===== src/rtl/counter_bank_pkg.sv =====
// Shared types and helpers for the multi-channel event counter bank.
// Channel-select width, arithmetic mode constants and max-value helper.
package counter_bank_pkg;

    localparam int MODE_WRAP = 0;
    localparam int MODE_SAT  = 1;

    function automatic int ch_w(input int n);
        return (n <= 1) ? 1 : $clog2(n);
    endfunction

    function automatic logic [63:0] max_val(input int w);
        if (w >= 64) begin
            return '1;
        end
        return (64'd1 << w) - 64'd1;
    endfunction

endpackage


===== src/rtl/counter_lane.sv =====
// One counter channel: up/down count with step, sticky overflow,
// threshold register and sticky threshold alarm.
module counter_lane
    import counter_bank_pkg::*;
#(
    parameter int              WIDTH    = 32,
    parameter longint unsigned STEP     = 1,
    parameter int              SATURATE = MODE_SAT
) (
    input  logic             clk,
    input  logic             rst_n,
    input  logic             inc,
    input  logic             dec,
    input  logic             clr,
    input  logic             thr_we,
    input  logic [WIDTH-1:0] thr_data,
    input  logic             alarm_clr,
    output logic [WIDTH-1:0] count,
    output logic             ovf,
    output logic             alarm
);

    localparam logic [WIDTH:0]   STEP_W  = (WIDTH+1)'(STEP);
    localparam logic [WIDTH-1:0] CNT_MAX = WIDTH'(max_val(WIDTH));

    logic [WIDTH:0]   sum;
    logic [WIDTH:0]   diff;
    logic [WIDTH-1:0] thr_q;
    logic [WIDTH-1:0] count_d;
    logic             ovf_d;
    logic             alarm_d;
    logic             alarm_hit;
    logic             do_inc;
    logic             do_dec;

    // Extra top bit carries the carry/borrow used for overflow detect.
    assign sum    = {1'b0, count} + STEP_W;
    assign diff   = {1'b0, count} - STEP_W;
    assign do_inc = ~clr & inc & ~dec;
    assign do_dec = ~clr & dec & ~inc;

    always_comb begin
        count_d = count;
        ovf_d   = ovf;
        unique case (1'b1)
            clr: begin
                count_d = '0;
                ovf_d   = 1'b0;
            end
            do_inc: begin
                count_d = sum[WIDTH-1:0];
                if (sum[WIDTH]) begin
                    ovf_d = 1'b1;
                    if (SATURATE == MODE_SAT) begin
                        count_d = CNT_MAX;
                    end
                end
            end
            do_dec: begin
                count_d = diff[WIDTH-1:0];
                if (diff[WIDTH]) begin
                    ovf_d = 1'b1;
                    if (SATURATE == MODE_SAT) begin
                        count_d = '0;
                    end
                end
            end
            default: begin
            end
        endcase
    end

    // Compare uses registered count and threshold, so alarm trails by one.
    assign alarm_hit = (thr_q != '0) && (count >= thr_q);

    always_comb begin
        alarm_d = alarm;
        if (clr) begin
            alarm_d = 1'b0;
        end else if (alarm_hit) begin
            alarm_d = 1'b1;
        end else if (alarm_clr) begin
            alarm_d = 1'b0;
        end
    end

    always_ff @(posedge clk or negedge rst_n) begin
        if (!rst_n) begin
            count <= '0;
            ovf   <= 1'b0;
            alarm <= 1'b0;
            thr_q <= '0;
        end else begin
            count <= count_d;
            ovf   <= ovf_d;
            alarm <= alarm_d;
            if (thr_we) begin
                thr_q <= thr_data;
            end
        end
    end

endmodule


===== src/rtl/counter_bank.sv =====
// Bank of NUM_CH counter lanes with threshold write decode and a
// single-entry valid/ready read port returning any channel's count.
module counter_bank
    import counter_bank_pkg::*;
#(
    parameter int              NUM_CH   = 8,
    parameter int              WIDTH    = 32,
    parameter longint unsigned STEP     = 1,
    parameter int              SATURATE = MODE_SAT,
    localparam int             CH_W     = ch_w(NUM_CH)
) (
    input  logic              clk,
    input  logic              rst_n,
    input  logic [NUM_CH-1:0] inc_in,
    input  logic [NUM_CH-1:0] dec_in,
    input  logic [NUM_CH-1:0] clr_in,
    input  logic              thr_wr_en,
    input  logic [CH_W-1:0]   thr_sel,
    input  logic [WIDTH-1:0]  thr_data,
    input  logic [NUM_CH-1:0] alarm_clr_in,
    output logic [NUM_CH-1:0] alarm_out,
    output logic [NUM_CH-1:0] ovf_out,
    input  logic              rd_req_valid,
    output logic              rd_req_ready,
    input  logic [CH_W-1:0]   rd_ch,
    output logic              rd_resp_valid,
    input  logic              rd_resp_ready,
    output logic [WIDTH-1:0]  rd_resp_data
);

    logic [NUM_CH-1:0][WIDTH-1:0] counts;
    logic [WIDTH-1:0]             rd_mux;
    logic                         rd_accept;

    for (genvar i = 0; i < NUM_CH; i++) begin : g_lane
        logic lane_thr_we;

        assign lane_thr_we = thr_wr_en & (thr_sel == CH_W'(i));

        counter_lane #(
            .WIDTH    (WIDTH),
            .STEP     (STEP),
            .SATURATE (SATURATE)
        ) u_lane (
            .clk       (clk),
            .rst_n     (rst_n),
            .inc       (inc_in[i]),
            .dec       (dec_in[i]),
            .clr       (clr_in[i]),
            .thr_we    (lane_thr_we),
            .thr_data  (thr_data),
            .alarm_clr (alarm_clr_in[i]),
            .count     (counts[i]),
            .ovf       (ovf_out[i]),
            .alarm     (alarm_out[i])
        );
    end

    // Out-of-range channels match no lane and read back as zero.
    always_comb begin
        rd_mux = '0;
        for (int i = 0; i < NUM_CH; i++) begin
            if (rd_ch == CH_W'(i)) begin
                rd_mux = counts[i];
            end
        end
    end

    assign rd_req_ready = ~rd_resp_valid | rd_resp_ready;
    assign rd_accept    = rd_req_valid & rd_req_ready;

    always_ff @(posedge clk or negedge rst_n) begin
        if (!rst_n) begin
            rd_resp_valid <= 1'b0;
            rd_resp_data  <= '0;
        end else if (rd_accept) begin
            rd_resp_valid <= 1'b1;
            rd_resp_data  <= rd_mux;
        end else if (rd_resp_ready) begin
            rd_resp_valid <= 1'b0;
        end
    end

endmodule

===== config.mk =====
export PLATFORM = sky130hd
export DESIGN_NAME = counter_bank
export DESIGN_NICKNAME = d
export VERILOG_FILES = /design/src/rtl/counter_bank_pkg.sv /design/src/rtl/counter_lane.sv /design/src/rtl/counter_bank.sv
export SDC_FILE = /design/constraint.sdc
export NUM_CORES = 2
export LEC_CHECK = 0
export BUFFER_PORTS_ARGS = -buffer_cell sky130_fd_sc_hd__buf_4
export CORE_ASPECT_RATIO = 0.9
export CORE_MARGIN = 5
export CORE_UTILIZATION = 50
export DETAILED_ROUTE_END_ITERATION = 16
export PLACE_DENSITY = 0.69
export SYNTH_ARGS = -nofsm -noshare
export SYNTH_HDL_FRONTEND = slang
export SYNTH_HIERARCHICAL = 1
export SYNTH_SLANG_ARGS = --single-unit

===== constraint.sdc =====
create_clock -name clk -period 5.3 [get_ports clk]
set_input_delay 0.53 -clock clk [delete_from_list [all_inputs] [get_ports clk]]
set_output_delay 0.53 -clock clk [all_outputs]
set_load 0.03 [all_outputs]

# Word-level counts from Yosys, hierarchy flattened
# Cells that the tools add are included.
[word_totals] in_bits=75 regBits=561 output_inout_bits=50 wordCells=280
[op_classes] n_bitwise=67 addsub=16 n_eq_ne=30 order_cmp=8 reduce_logical=43 mux=82
[ops] operator="$mux 32" n=24
[ops] operator="$pmux 32 s3" n=8
[ops] operator="$add 32x1->33 const B" n=8
[ops] operator="$sub 32x1->33 const B" n=8
[ops] operator="$ge 32x32->1" n=8
[ops] operator="$reduce_bool 32->1" n=8
[ops] operator="$reduce_bool 3->1" n=16
[ops] operator="$mux 1" n=42
[ops] operator="$and 1x1->1" n=41
[ops] operator="$ne 2x1->1 const B" n=16
[ops] operator="$not 1->1" n=25
[ops] operator="$eq 3x3->1 const B" n=8
[ops] operator="$pmux 1 s3" n=8
[ops] operator="$reduce_and 3->1" n=8
[ops] operator="$eq 3x2->1 const B" n=4
[ops] operator="$logic_and 1x1->1" n=8
[ops] operator="$eq 3x1->1 const B" n=2
[ops] operator="$logic_not 3->1" n=2
[ops] operator="$reduce_bool 2->1" n=1
[ops] operator="$or 1x1->1" n=1

# Longest topological paths before layout
[depth] ltp_word=9 ltp_mapped=9 ltp_nobuf=8

# By module
# Netlist, hierarchy kept.
[by_module_without_submodules] module="counter_lane at g_lane[0].u_lane ..." instances=7 cells_each=603 seq_area_each_um2=1651.6 area_each_um2=4899.7
[by_module_without_submodules] module="counter_lane at g_lane[1].u_lane" instances=1 cells_each=582 seq_area_each_um2=1651.6 area_each_um2=4743.3
[by_module_without_submodules] module="counter_bank" instances=1 cells_each=467 seq_area_each_um2=825.8 area_each_um2=3604.7

# Worst setup path before layout
# Ideal clock, no wire load.
[synth_timing] path_kind="flip-flop to flip-flop" start="reg g_lane[1].u_lane.count[15]" end="reg g_lane[1].u_lane.count[26]" path_stages_with_launch=10 path_slack_ns=2.343 t_arrival_ns=2.831 required_time_ns=5.174 setup_ns=0.126 period_less_slack_ns=2.957 path_buffers=3 cell_sequence="dfrtp_1 -> buf_6 -> or4_4 -> or4_4 -> buf_6 -> or2_1 -> buf_6 -> nor3_1 -> mux2_2 -> a221o_1"
[synth_via] elab_chain_len=3 elab_cells_between_ends=5 classes_between="add/sub (2); mux (3)"
[synth_rtl] element="start, declared" line="counter_lane.sv:18" source="output logic [WIDTH-1:0] count,"
[synth_rtl] element="start signal, assigned" line="counter_lane.sv:94" source="count <= count_d;"
[synth_rtl] element="$sub 32x1->33 / $add 32x1->33 (equally long branches)" line="counter_lane.sv:38, counter_lane.sv:37"
[synth_rtl] element="$mux 32 (on tied branches)" line="counter_lane.sv:61, counter_lane.sv:52"
[synth_rtl] element="$pmux 32 s3 (*)" line="counter_lane.sv:45" source="unique case (1'b1)"
# Mark *: on every way between the ends. The rest lies on a longest branch, timed or not.
# A chain may end at the register's enable or synchronous reset.

# Worst setup path in the final report
[layout_timing] start="reg g_lane[1].u_lane.count[0]" end="reg g_lane[1].u_lane.count[26]"
# Same word-level chain as after synthesis.

==> qor.yml <==
grt_max_degree: 111
ios: 125
drc_errors: 0
place_ws_ns: 2.05
min_period_ns: 3.39
synthArstFlopShare: 1.00
synth_nets: 5617
clock_latency_ns: 0.63
dr_total_vias: 42500
io_buffer_count: 124
cts_buffer_depth: 3
cp_max_fo: 9
outcome: "completed"
tns_ns: 0
core_area_sq_um: 84500
fp.dieW_microns: 318
synth_top_area_frac: 0.329
place.detailed.hpwl_microns: 111000
crit_chain: "inv_1 -> ha_1 -> nor3b_1 -> nand4_1 -> or2_1 -> nor3_1 -> mux2_2 -> a221o_1"
grt_pass1_wl_microns: 242000
die-area_sq_um: 91200
hp-class: "in -> reg"
synth_top_cell_by_area: "dfrtp_1"
sequentialPowerShare: 0.347
synthesis.area_sq_um: 42600
path_buf_inv: 1
dieHeight_microns: 287
ys_ff_latch: 561
p_int_w: 0.0118
max-vdd-ir-drop_mv: 0.190
cp.required_ns: 5.79
max-cap-violations: 0
synth_enable_flop_cells: 0
routedWlPerCell_microns: 25.7
rsz0062_at_grt: "false"
viasPerCell: 6.75
gp_congestion: 0.991
firstDrtPassIters: 6
gr-total-overflow: 0
cts_resized: 0
synth.most_common_cell: "nand2_1"
power_frac_comb: 0.416
tightest_slew_ns: 1.22
synth_ff_type: "dfrtp_1"
grt_util_all_layers: 0.338
setup_viol: 0
antenna_cells: 0
layout_setup_ws_ns: 1.91
p_sw_w: 0.00953
n_fill_cell: 7875
fin_nets: 5452
clock-sinks: 561
total_leakage_power_nw: 19.6
routed_wl_microns: 162000
yosysWarnings: 6
clk_pin_slew_ns: 0.06
slew_viol_final: 0
critPathKind: "reg -> reg"
power_frac_clock: 0.237
synthTopCellsByCount: "nand2_1 (563), dfrtp_1 (561), o21ai_0 (546), nor2_1 (321), inv_1 (297)"
start_util: 0.504
clock_skew_ns: 0.0301
cpLargestDelayFamily: "simple AND/OR/NAND/NOR gates"
antenna_found_initial: 0
swShare: 0.447
drt-initial-drc-count: 5960
htreeDepth: 3
p_per_area_nw_per_um2: 464
synthDistinctLibCells: 76
num_rows: 101
syn-instance-count: 5270
slew_headroom: 0.184
critical-path-max-stage-delay_ns: 0.65
slowest_stage: "nor3b_1"
cts_buffers: 69
layout-drive-gt1-share: 0.0812
first_global_vias: 38100
finalPower_w: 0.0213
hold_viol: 0
synth_area_leaders: "dfrtp_1 (33%), ha_1 (8.0%), o21ai_0 (6.4%), nand2_1 (5.0%), nand4_1 (3.0%)"
ant_nets: 0
start_kind: "flip-flop"
ys_seq_area_frac: 0.329
final_area_sq_um: 45900
period_share: 0.640
cts_tree: "done"
area_growth_syn_to_layout_pct: 7.73
place_area_sq_um: 43500
fmax_ghz: 0.295
syn_avg_cell_area_sq_um: 8.09
critPathArrivalTime_ns: 3.89
worstSetupEndpointType: "flip-flop"
ctsRootBufferMaster: "clkbuf_16"
## placed cells by master (no fill, tap or decap), types with 37 or more instances in the layout
cell type | netlist | final
nand2_1 | 563 | 563
dfrtp_1 | 561 | 561
o21ai_0 | 546 | 546
nor2_1 | 321 | 310
inv_1 | 297 | 297
ha_1 | 272 | 272
a21oi_1 | 231 | 231
nand4_1 | 203 | 203
buf_4 | 13 | 165
nand3_1 | 164 | 164
nor4_1 | 137 | 137
nor3_1 | 143 | 134
o211ai_1 | 102 | 102
xor2_1 | 94 | 94
a31oi_1 | 87 | 87
or3_1 | 84 | 84
xnor2_1 | 81 | 81
mux2i_1 | 72 | 72
clkbuf_16 | 0 | 71
nand2b_1 | 57 | 57
o21ai_1 | 57 | 57
a21o_1 | 56 | 56
and4_1 | 49 | 49
nor2b_1 | 48 | 48
o22ai_1 | 45 | 45
or4_1 | 45 | 45
o2111ai_1 | 45 | 45
a41oi_1 | 37 | 37
## cells by family (layout without fill, tap and decap cells)
| family | Yosys count | count (layout) | synth area share |
|---|---|---|---|
| simple gates | 1990 | 1990 | 0.243 |
| compound gates | 1480 | 1480 | 0.218 |
| buf+inv | 704 | 592 | 0.0726 |
| flops | 561 | 561 | 0.329 |
| fa+ha+maj | 272 | 272 | 0.0798 |
| xor+xnor | 175 | 175 | 0.0359 |
| mux | 88 | 88 | 0.0211 |
## power groups by stage
stage               Clock (W)  Sequential (W)  Combinational (W)
floorplan                   0         0.00609            0.00733
global placement            0         0.00733            0.00838
detailed placement          0         0.00737            0.00852
CTS                   0.00510         0.00730            0.00859
global route          0.00529         0.00751            0.00972
finish                0.00505         0.00741            0.00886
## flip-flops by register name, indices dropped and copies added (netlist names)
name                 cells
rd_resp_valid            1
g_lane.u_lane/count    256
g_lane.u_lane/ovf        8
g_lane.u_lane/thr_q    256
g_lane.u_lane/alarm      8
rd_resp_data            32
## layout make-up
type                    count  area [sq um]  share of cell area
multi-input cells        4005         25600               0.558
flip-flops and latches    561         14000               0.306
clock buffers             101          2100              0.0457
well taps                1133          1420              0.0309
repair buffers            171          1340              0.0292
inverters                 297          1110              0.0243
clock inverters            23           300             0.00654
## timing repair
item | 4_1_cts | 5_1_grt
hold endpoints to repair | 13 | 0
buffers inserted | 0 | 0
hold buffers | 1 | 0
## through the flow
step / cells / utilization / hold slack, ns
after floorplan: 5270 / - / 0.234
after global placement: 6166 / 0.515 / 0.492
after detailed placement: 6166 / 0.515 / 0.486
after CTS: 6291 / 0.543 / 0.103
after global routing: 6291 / 0.543 / 0.140
final: 6291 / 0.543 / 0.128
## worst paths after layout
path,from,end,slack (ns),cells past startpoint
min in group asynchronous,rst_n,g_lane[6].u_lane/count[18],0.48,2
max reg2reg,g_lane[1].u_lane/count[0],g_lane[1].u_lane/count[26],1.91,8
min,rd_req_valid,rd_resp_valid,0.13,2
max,g_lane[1].u_lane/count[0],g_lane[1].u_lane/count[26],1.91,8
min reg2reg,rd_resp_data[16],rd_resp_data[16],0.51,2
max in group asynchronous,rst_n,g_lane[1].u_lane/count[30],3.53,3
## metal layers
layer  up-vias  track usage  share of wire
met1     20300        0.479           0.41
met5         -            0              0
met4         0        0.143          0.052
li1      19100            -              -
met2      2719        0.482           0.41
met3       416       0.0998           0.13
Power figures use the tool's default switching activity.
